**src/rtl/caliptra_axil_apb_bridge_pkg.sv**
```systemverilog
`default_nettype none
// ============================================================================
// Module   : caliptra_axil_apb_pkg
// Brief    : Shared types and response codes for the AXI4-Lite to APB4 bridge.
// Revision : 1.0
// ============================================================================
package caliptra_axil_apb_pkg;

  localparam int BRIDGE_ADDR_W = 32;
  localparam int BRIDGE_DATA_W = 32;

  localparam logic [1:0] RESP_OKAY   = 2'b00;
  localparam logic [1:0] RESP_SLVERR = 2'b10;
  localparam logic [1:0] RESP_DECERR = 2'b11;

  typedef enum logic [1:0] {
    ST_IDLE   = 2'd0,
    ST_SETUP  = 2'd1,
    ST_ACCESS = 2'd2,
    ST_RESP   = 2'd3
  } bridge_state_e;

  typedef struct packed {
    logic [BRIDGE_ADDR_W-1:0] addr;
    logic [2:0]               prot;
    logic [BRIDGE_DATA_W-1:0] data;
    logic [3:0]               strb;
    logic                     write;
  } bridge_req_t;

endpackage
`default_nettype wire

```
**src/rtl/caliptra_axil_apb_bridge.sv**
```systemverilog
`default_nettype none
// ============================================================================
// Module   : caliptra_axil_apb_bridge
// Brief    : Single-outstanding AXI4-Lite to APB4 requester with PREADY timeout.
// Revision : 1.0
// ============================================================================
module caliptra_axil_apb_bridge
  import caliptra_axil_apb_pkg::*;
#(
  parameter int ADDR_W         = 32,
  parameter int DATA_W         = 32,
  parameter int TIMEOUT_CYCLES = 1024
) (
  input  logic                core_clk,
  input  logic                core_rst,
  input  logic                s_axil_awvalid,
  output logic                s_axil_awready,
  input  logic [ADDR_W-1:0]   s_axil_awaddr,
  input  logic [2:0]          s_axil_awprot,
  input  logic                s_axil_wvalid,
  output logic                s_axil_wready,
  input  logic [DATA_W-1:0]   s_axil_wdata,
  input  logic [DATA_W/8-1:0] s_axil_wstrb,
  output logic                s_axil_bvalid,
  input  logic                s_axil_bready,
  output logic [1:0]          s_axil_bresp,
  input  logic                s_axil_arvalid,
  output logic                s_axil_arready,
  input  logic [ADDR_W-1:0]   s_axil_araddr,
  input  logic [2:0]          s_axil_arprot,
  output logic                s_axil_rvalid,
  input  logic                s_axil_rready,
  output logic [DATA_W-1:0]   s_axil_rdata,
  output logic [1:0]          s_axil_rresp,
  output logic                m_apb_psel,
  output logic                m_apb_penable,
  output logic                m_apb_pwrite,
  output logic [ADDR_W-1:0]   m_apb_paddr,
  output logic [2:0]          m_apb_pprot,
  output logic [DATA_W/8-1:0] m_apb_pstrb,
  output logic [DATA_W-1:0]   m_apb_pwdata,
  input  logic [DATA_W-1:0]   m_apb_prdata,
  input  logic                m_apb_pready,
  input  logic                m_apb_pslverr
);

  localparam int STRB_W = DATA_W / 8;
  localparam int CNT_W  = (TIMEOUT_CYCLES > 1) ? $clog2(TIMEOUT_CYCLES) : 1;
  localparam logic [CNT_W-1:0] TMO_LAST =
    CNT_W'((TIMEOUT_CYCLES > 0) ? TIMEOUT_CYCLES - 1 : 0);

  bridge_state_e     state_q, state_d;
  bridge_req_t       req_q, req_d;
  logic              last_was_write_q, last_was_write_d;
  logic [DATA_W-1:0] rdata_q, rdata_d;
  logic [1:0]        resp_q, resp_d;
  logic [CNT_W-1:0]  cnt_q, cnt_d;

  logic wr_pending, rd_pending, grant_wr, grant_rd, timeout_hit, resp_ready;

  assign wr_pending = s_axil_awvalid & s_axil_wvalid;
  assign rd_pending = s_axil_arvalid;

  // Round-robin on a tie: the direction not served last time wins.
  always_comb begin
    grant_wr = 1'b0;
    grant_rd = 1'b0;
    if (state_q == ST_IDLE) begin
      if (wr_pending && rd_pending) begin
        grant_wr = ~last_was_write_q;
        grant_rd = last_was_write_q;
      end else begin
        grant_wr = wr_pending;
        grant_rd = rd_pending;
      end
    end
  end

  // Fires on the TIMEOUT_CYCLES-th consecutive ACCESS cycle without PREADY.
  assign timeout_hit = (TIMEOUT_CYCLES != 0) && !m_apb_pready && (cnt_q == TMO_LAST);
  assign resp_ready  = req_q.write ? s_axil_bready : s_axil_rready;

  always_ff @(posedge core_clk) begin
    if (core_rst) begin
      state_q          <= ST_IDLE;
      req_q            <= '0;
      last_was_write_q <= 1'b1;
      rdata_q          <= '0;
      resp_q           <= RESP_OKAY;
      cnt_q            <= '0;
    end else begin
      state_q          <= state_d;
      req_q            <= req_d;
      last_was_write_q <= last_was_write_d;
      rdata_q          <= rdata_d;
      resp_q           <= resp_d;
      cnt_q            <= cnt_d;
    end
  end

  always_comb begin
    state_d          = state_q;
    req_d            = req_q;
    last_was_write_d = last_was_write_q;
    rdata_d          = rdata_q;
    resp_d           = resp_q;
    cnt_d            = cnt_q;
    case (state_q)
      ST_IDLE: begin
        if (grant_wr) begin
          req_d.addr       = BRIDGE_ADDR_W'(s_axil_awaddr & ~ADDR_W'(3));
          req_d.prot       = s_axil_awprot;
          req_d.data       = BRIDGE_DATA_W'(s_axil_wdata);
          req_d.strb       = 4'(s_axil_wstrb);
          req_d.write      = 1'b1;
          last_was_write_d = 1'b1;
          state_d          = ST_SETUP;
        end else if (grant_rd) begin
          req_d.addr       = BRIDGE_ADDR_W'(s_axil_araddr & ~ADDR_W'(3));
          req_d.prot       = s_axil_arprot;
          req_d.data       = '0;
          req_d.strb       = '0;
          req_d.write      = 1'b0;
          last_was_write_d = 1'b0;
          state_d          = ST_SETUP;
        end
      end
      ST_SETUP: begin
        cnt_d   = '0;
        state_d = ST_ACCESS;
      end
      ST_ACCESS: begin
        if (m_apb_pready) begin
          resp_d  = m_apb_pslverr ? RESP_SLVERR : RESP_OKAY;
          if (!req_q.write) rdata_d = m_apb_prdata;
          state_d = ST_RESP;
        end else if (timeout_hit) begin
          resp_d  = RESP_DECERR;
          if (!req_q.write) rdata_d = '0;
          state_d = ST_RESP;
        end else begin
          cnt_d = cnt_q + CNT_W'(1);
        end
      end
      ST_RESP: begin
        if (resp_ready) state_d = ST_IDLE;
      end
      default: state_d = ST_IDLE;
    endcase
  end

  always_comb begin
    s_axil_awready = grant_wr;
    s_axil_wready  = grant_wr;
    s_axil_arready = grant_rd;
    s_axil_bvalid  = (state_q == ST_RESP) &&  req_q.write;
    s_axil_rvalid  = (state_q == ST_RESP) && !req_q.write;
    s_axil_bresp   = resp_q;
    s_axil_rresp   = resp_q;
    s_axil_rdata   = rdata_q;
    m_apb_psel     = (state_q == ST_SETUP) || (state_q == ST_ACCESS);
    m_apb_penable  = (state_q == ST_ACCESS);
    m_apb_pwrite   = req_q.write;
    m_apb_paddr    = ADDR_W'(req_q.addr);
    m_apb_pprot    = req_q.prot;
    m_apb_pstrb    = STRB_W'(req_q.strb);
    m_apb_pwdata   = DATA_W'(req_q.data);
  end

endmodule
`default_nettype wire

```
**config.mk**
```make
export PLATFORM = sky130hd
export DESIGN_NAME = caliptra_axil_apb_bridge
export DESIGN_NICKNAME = d
export VERILOG_FILES = /design/src/rtl/caliptra_axil_apb_bridge_pkg.sv /design/src/rtl/caliptra_axil_apb_bridge.sv
export SDC_FILE = /design/constraint.sdc
export NUM_CORES = 1
export LEC_CHECK = 0
export CAP_MARGIN = 5
export CORE_MARGIN = 2
export CORE_UTILIZATION = 30
export CTS_CLUSTER_DIAMETER = 30
export CTS_CLUSTER_SIZE = 30
export DETAILED_ROUTE_END_ITERATION = 10
export DONT_BUFFER_PORTS = 1
export PLACE_DENSITY = 0.46
export SETUP_SLACK_MARGIN = 0.02
export SLEW_MARGIN = 20
export SYNTH_ARGS = -nofsm -noshare
export SYNTH_HDL_FRONTEND = slang
export SYNTH_SLANG_ARGS = --single-unit
```
**constraint.sdc**
```tcl
create_clock -name core_clk -period 3.4 [get_ports core_clk]
set_input_delay 0.68 -clock core_clk [delete_from_list [all_inputs] [get_ports core_clk]]
set_output_delay 0.68 -clock core_clk [all_outputs]
set_load 0.01 [all_outputs]
```
### After elaboration in Yosys (flattened, before gate mapping)

Index checks and enable logic that the tools add are counted.
Widths: inputs -> output; s select.

| cells by class | value |
|---|---|
| add/subtract/negate cells | 1 |
| equal/unequal tests | 9 |
| multiplexer cells | 24 |
| bitwise gates (word level) | 3 |
| reductions and logical operators | 16 |

Operators by type and width:

| cell | count |
|---|---|
| $mux 72 | 2 |
| $mux 32 | 4 |
| $mux 10 | 2 |
| $pmux 10 s2 | 1 |
| $mux 2 | 7 |
| $add 10x1->10 const B | 1 |
| $eq 10x10->1 const B | 1 |
| $reduce_and 3->1 | 3 |
| $pmux 2 s4 | 1 |
| $mux 1 | 7 |
| $ne 2x2->1 const B | 3 |
| $reduce_bool 2->1 | 3 |
| $eq 2x2->1 const B | 2 |
| $logic_and 1x1->1 | 4 |
| $reduce_and 2->1 | 2 |
| $ne 3x1->1 const B | 1 |
| $ne 3x3->1 const B | 1 |
| $eq 2x1->1 const B | 1 |
| $logic_not 1->1 | 2 |
| $logic_not 2->1 | 1 |
| $not 1->1 | 2 |
| $and 1x1->1 | 1 |
| $logic_or 1x1->1 | 1 |

| storage, ports and cells | value |
|---|---|
| bits in registers | 119 |
| input port bits | 147 |

### Logic depth before layout (Yosys ltp)

| logic depth | value |
|---|---|
| word-level depth | 7 |
| gate-level depth with buffers | 8 |

### Worst setup path after synthesis

Ideal clock, no wire load.

| path | value |
|---|---|
| kind | input-to-output |
| from | input s_axil_awvalid |
| to | output s_axil_wready |
| data arrival time | 1554 ps |
| required time | 2720 ps |
| setup slack | 1166 ps |
| stages on the path | 4 |
| buffers on the path | 2 |
| cell sequence | nand3_1 > a21oi_2 > clkbuf_1 > buf_4 |

| on the way | value |
|---|---|
| longest elaborated chain between the ends | 4 |

Ends and longest elaborated chain:

| element | RTL line | source |
|---|---|---|
| from (decl) | caliptra_axil_apb_bridge.sv:16 | `input logic s_axil_awvalid,` |
| $and 1x1->1 (*) | caliptra_axil_apb_bridge.sv:61 | `assign wr_pending = s_axil_awvalid & s_axil_wvalid;` |
| $logic_and 1x1->1 | caliptra_axil_apb_bridge.sv:69 | `if (wr_pending && rd_pending) begin` |
| $mux 1 (*) | caliptra_axil_apb_bridge.sv:69 |  |
| $mux 1 (*) | caliptra_axil_apb_bridge.sv:68 | `if (state_q == ST_IDLE) begin` |
| to (decl) | caliptra_axil_apb_bridge.sv:21 | `output logic s_axil_wready,` |

Every way passes the cells marked *; elsewhere a longest branch is shown, timed or not.

### Worst setup path in the final report

| path | value |
|---|---|
| from | register state_q[0] |
| to | output s_axil_wready |

| on the way | value |
|---|---|
| longest elaborated chain between the ends | 2 |

Ends and longest elaborated chain:

| element | RTL line | source |
|---|---|---|
| from (decl) | caliptra_axil_apb_bridge.sv:52 | `bridge_state_e state_q, state_d;` |
| from (signal assigned) | caliptra_axil_apb_bridge.sv:92 | `state_q <= state_d;` |
| $logic_not 2->1 | caliptra_axil_apb_bridge.sv:68 |  |
| $mux 1 | caliptra_axil_apb_bridge.sv:68 |  |

Every way passes these cells.

==> results.md <==
* Lkg Pwr at between 1.5 and 2 nW
* Combinational Power Share at 0.182
* RSZ-0062 raised after global routing: no
* Routed vias/inst at between 5 and 6
* Synth area leader: dfxtp_1
* Most frequent cell after synthesis: dfxtp_1
* Max-slew violation count at 0
* Critical Path Sink Type: primary output
* Fin cells at about 730
* Via count at ~4000
* First-pass GRT wire length at 21330 um
* Initial DRC count at roughly 170
* Die Width at between 100 and 150 um
* Initial DRT Pass Iterations at 5
* Htree depth at 4
* Slew headroom at 0.4091
* Fin util at 0.3491
* Placed instance area at about 0.0049 mm^2
* Clock transition at the registers of the reported paths at 0.06 ns
* I/O Buffers at 0
* Fillers at approximately 1600
* Maxcap violations at 0
* Peak VDD IR at 0.3216 mV
* Final Wtd Congestion at around 0.8
* Final min period at 2.460 ns
* Num CTS Buffers at 17
* Worst slew pin tran at 0.8864 ns
* Clock share of power at 0.417
* Post-route clock period utilization at 0.7234
* Netlist Area Pre-Place at 0.004847 mm^2
* Async set or reset register ratio after synthesis at 0
* Hold WS at roughly 0.33 ns
* Postcts setup bufs at 0
* Drc violations at 0
* Skew final at 0.005455 ns
* Num rows at 46
* Final wirelength at 13570 um
* Gate Count Post-Synth at 531
* Initial core utilization at 0.3062
* HP Class: in -> reg
* Slowest CP cell: a21oi_4
* GRT Util Overall at 0.1561
* Synth-to-Final Area Change at 13.99%
* Clk Latency, worst-skew pair at 0.41 ns
* FF+latch count, synth at 117
* Share of the synthesized area in the top cell type at 0.4832
* Full die area at between 0.015 and 0.02 mm^2
* CP delay by family, top: compound AO/OA/AOI/OAI gates
* Sequential area share after synthesis at 0.4832
* Post-CTS sizing at 0
* Sw Share at 0.3344
* Largest net degree at the start of global routing at between 100 and 150
* Mean Syn Cell Area at 9.128 um^2
* Critical setup path kind: reg -> out
* Worst path bufs/invs at 1
* Power Internal at 0.002883 W
* Total gr overflow at 0
* Largest stage delay, worst path at 0.59 ns
* CP Max Fanout at 23
* Synth area leaders: dfxtp_1, a22oi_1, a21oi_1
* Fmax at around 0.4 GHz
* Sequential Power Share at 0.402
* Drt wl/cell at between 15 and 20 um
* Most common library cells after synthesis: dfxtp_1, nand2_1, a22oi_1, a21oi_1, nor2_1
* Status: finished clean
* Warnings from Yosys at 0
* Crit path DAT at 1.78 ns
* I/O Pins at 262
* Antenna viol nets, final at 0
* Worst Path Required at approximately 2.7 ns
* Vias in the first global route at 3907
* CP cell instances: inv_1 -> ha_1 -> nand3_1 -> a21oi_4
* TritonCTS clock tree: built
* Final Cell Area at 0.005525 mm^2
* Net Sw Power at 0.001449 W
* Final Setup Violations at 0
* Initial antenna violation count at 0
* Post-synth EDFFs at 0
* Clk root buf: clkbuf_16
* Hold-fix buffers, CTS at 0
* Core area at between 0.015 and 0.02 mm^2
* Yosys cell types at 45
* Clock Sinks at approximately 120
* R2r setup slk at about 1.1 ns
* Dpl cells at approximately 700
* Nets at between 600 and 700
* Critical Path Start Type: register
* Power density over the cells at 784.0 mW/mm^2
* Clock Path Buffers at 2
* Antenna cells at 0
* Die Y at 131.1 um
* Dpl hpwl at just over 9000 um
* TNS Setup at 0 ns
* Fraction of final layout cells sized beyond drive strength 1 at 0.1564
* Hold Fails Final Rpt at 0
* Dominant synthesized flop cell: dfxtp_1
[area by class of cell]
cell class                      count  area [um^2]  share of cell area
Inverter                           11        41.29            0.007473
Sequential cell                   117         2344              0.4241
Clock buffer                       17        425.4             0.07699
Timing Repair Buffer                8        72.57             0.01313
Tap cell                          216        270.3             0.04891
Multi-Input combinational cell    350         2205              0.3990
Clock inverter                     15        167.7             0.03034
[state kept, by name (all words and copies together), names as in the netlist]
| signal | cells |
|---|---|
| m_apb_pwdata | 32 |
| cnt_q | 10 |
| m_apb_pstrb | 4 |
| s_axil_rdata | 32 |
| last_was_write_q | 1 |
| m_apb_pprot | 3 |
| state_q | 2 |
| s_axil_bresp | 2 |
| m_apb_pwrite | 1 |
| m_apb_paddr | 30 |
[stage by stage]
stage | setup WS [ns] | power, W
after global placement | 1.131 | 0.002541
after global routing | 0.7583 | 0.004565
after floorplan | 1.166 | 0.002389
after CTS | 0.8933 | 0.004390
final | 0.9404 | 0.004332
after detailed placement | 1.102 | 0.002563
[worst register-to-register path, cell delays in order (launching register included)]
cell and delay [ns]:
dfxtp_1 0.33, inv_1 0.09, ha_1 0.51, inv_2 0.36
nor2_1 0.28, nand3_1 0.30, o41ai_1 0.37
[worst paths after layout]
| check | end | depth (start not counted) | from |
|---|---|---|---|
| min | m_apb_paddr[5] | 1 | core_rst |
| min reg2reg | m_apb_paddr[15] | 2 | m_apb_paddr[15] |
| max | s_axil_wready | 4 | state_q[0] |
| max reg2reg | cnt_q[9] | 6 | state_q[0] |
[cells in the final DEF, fill, tap and decap left out, types with 3 or more instances in the layout]
cell	count
o31ai_2	27
clkinvlp_4	4
o311ai_0	4
nor2_1	41
dfxtp_1	116
o31ai_1	5
inv_1	10
nand2_1	78
a22oi_1	69
buf_4	7
mux2i_1	3
a21oi_1	68
o41ai_1	5
inv_6	6
nand3_1	6
ha_1	4
clkbuf_16	17
[metal layers]
layer,vias to the layer above,part of all wire,global-route usage
met5,-,0,0
met4,0,0.019,0.06341
met3,23,0.10,0.07215
met2,211,0.48,0.2564
met1,1856,0.40,0.1756
li1,1872,-,-
[cells by family after synthesis]
logic type | Yosys count | synth area share
buffers and inverters | 65 | 0.06505
adder cells (fa/ha/maj) | 4 | 0.01033
AO/OA/AOI/OAI | 201 | 0.3157
other | 1 | 0.0007737
multiplexers | 3 | 0.006195
AND/OR/NAND/NOR | 140 | 0.1187
flip-flops | 117 | 0.4832
[power groups by stage]
| stage | Sequential (W) | Combinational, W | Clock [W] |
|---|---|---|---|
| after global routing | 0.00176 | 0.000880 | 0.00193 |
| final | 0.00174 | 0.000786 | 0.00181 |
| after floorplan | 0.00171 | 0.000677 | 0 |
| after global placement | 0.00177 | 0.000770 | 0 |
| after detailed placement | 0.00177 | 0.000793 | 0 |
| after CTS | 0.00174 | 0.000794 | 0.00185 |
Power figures use the tool's default switching activity.
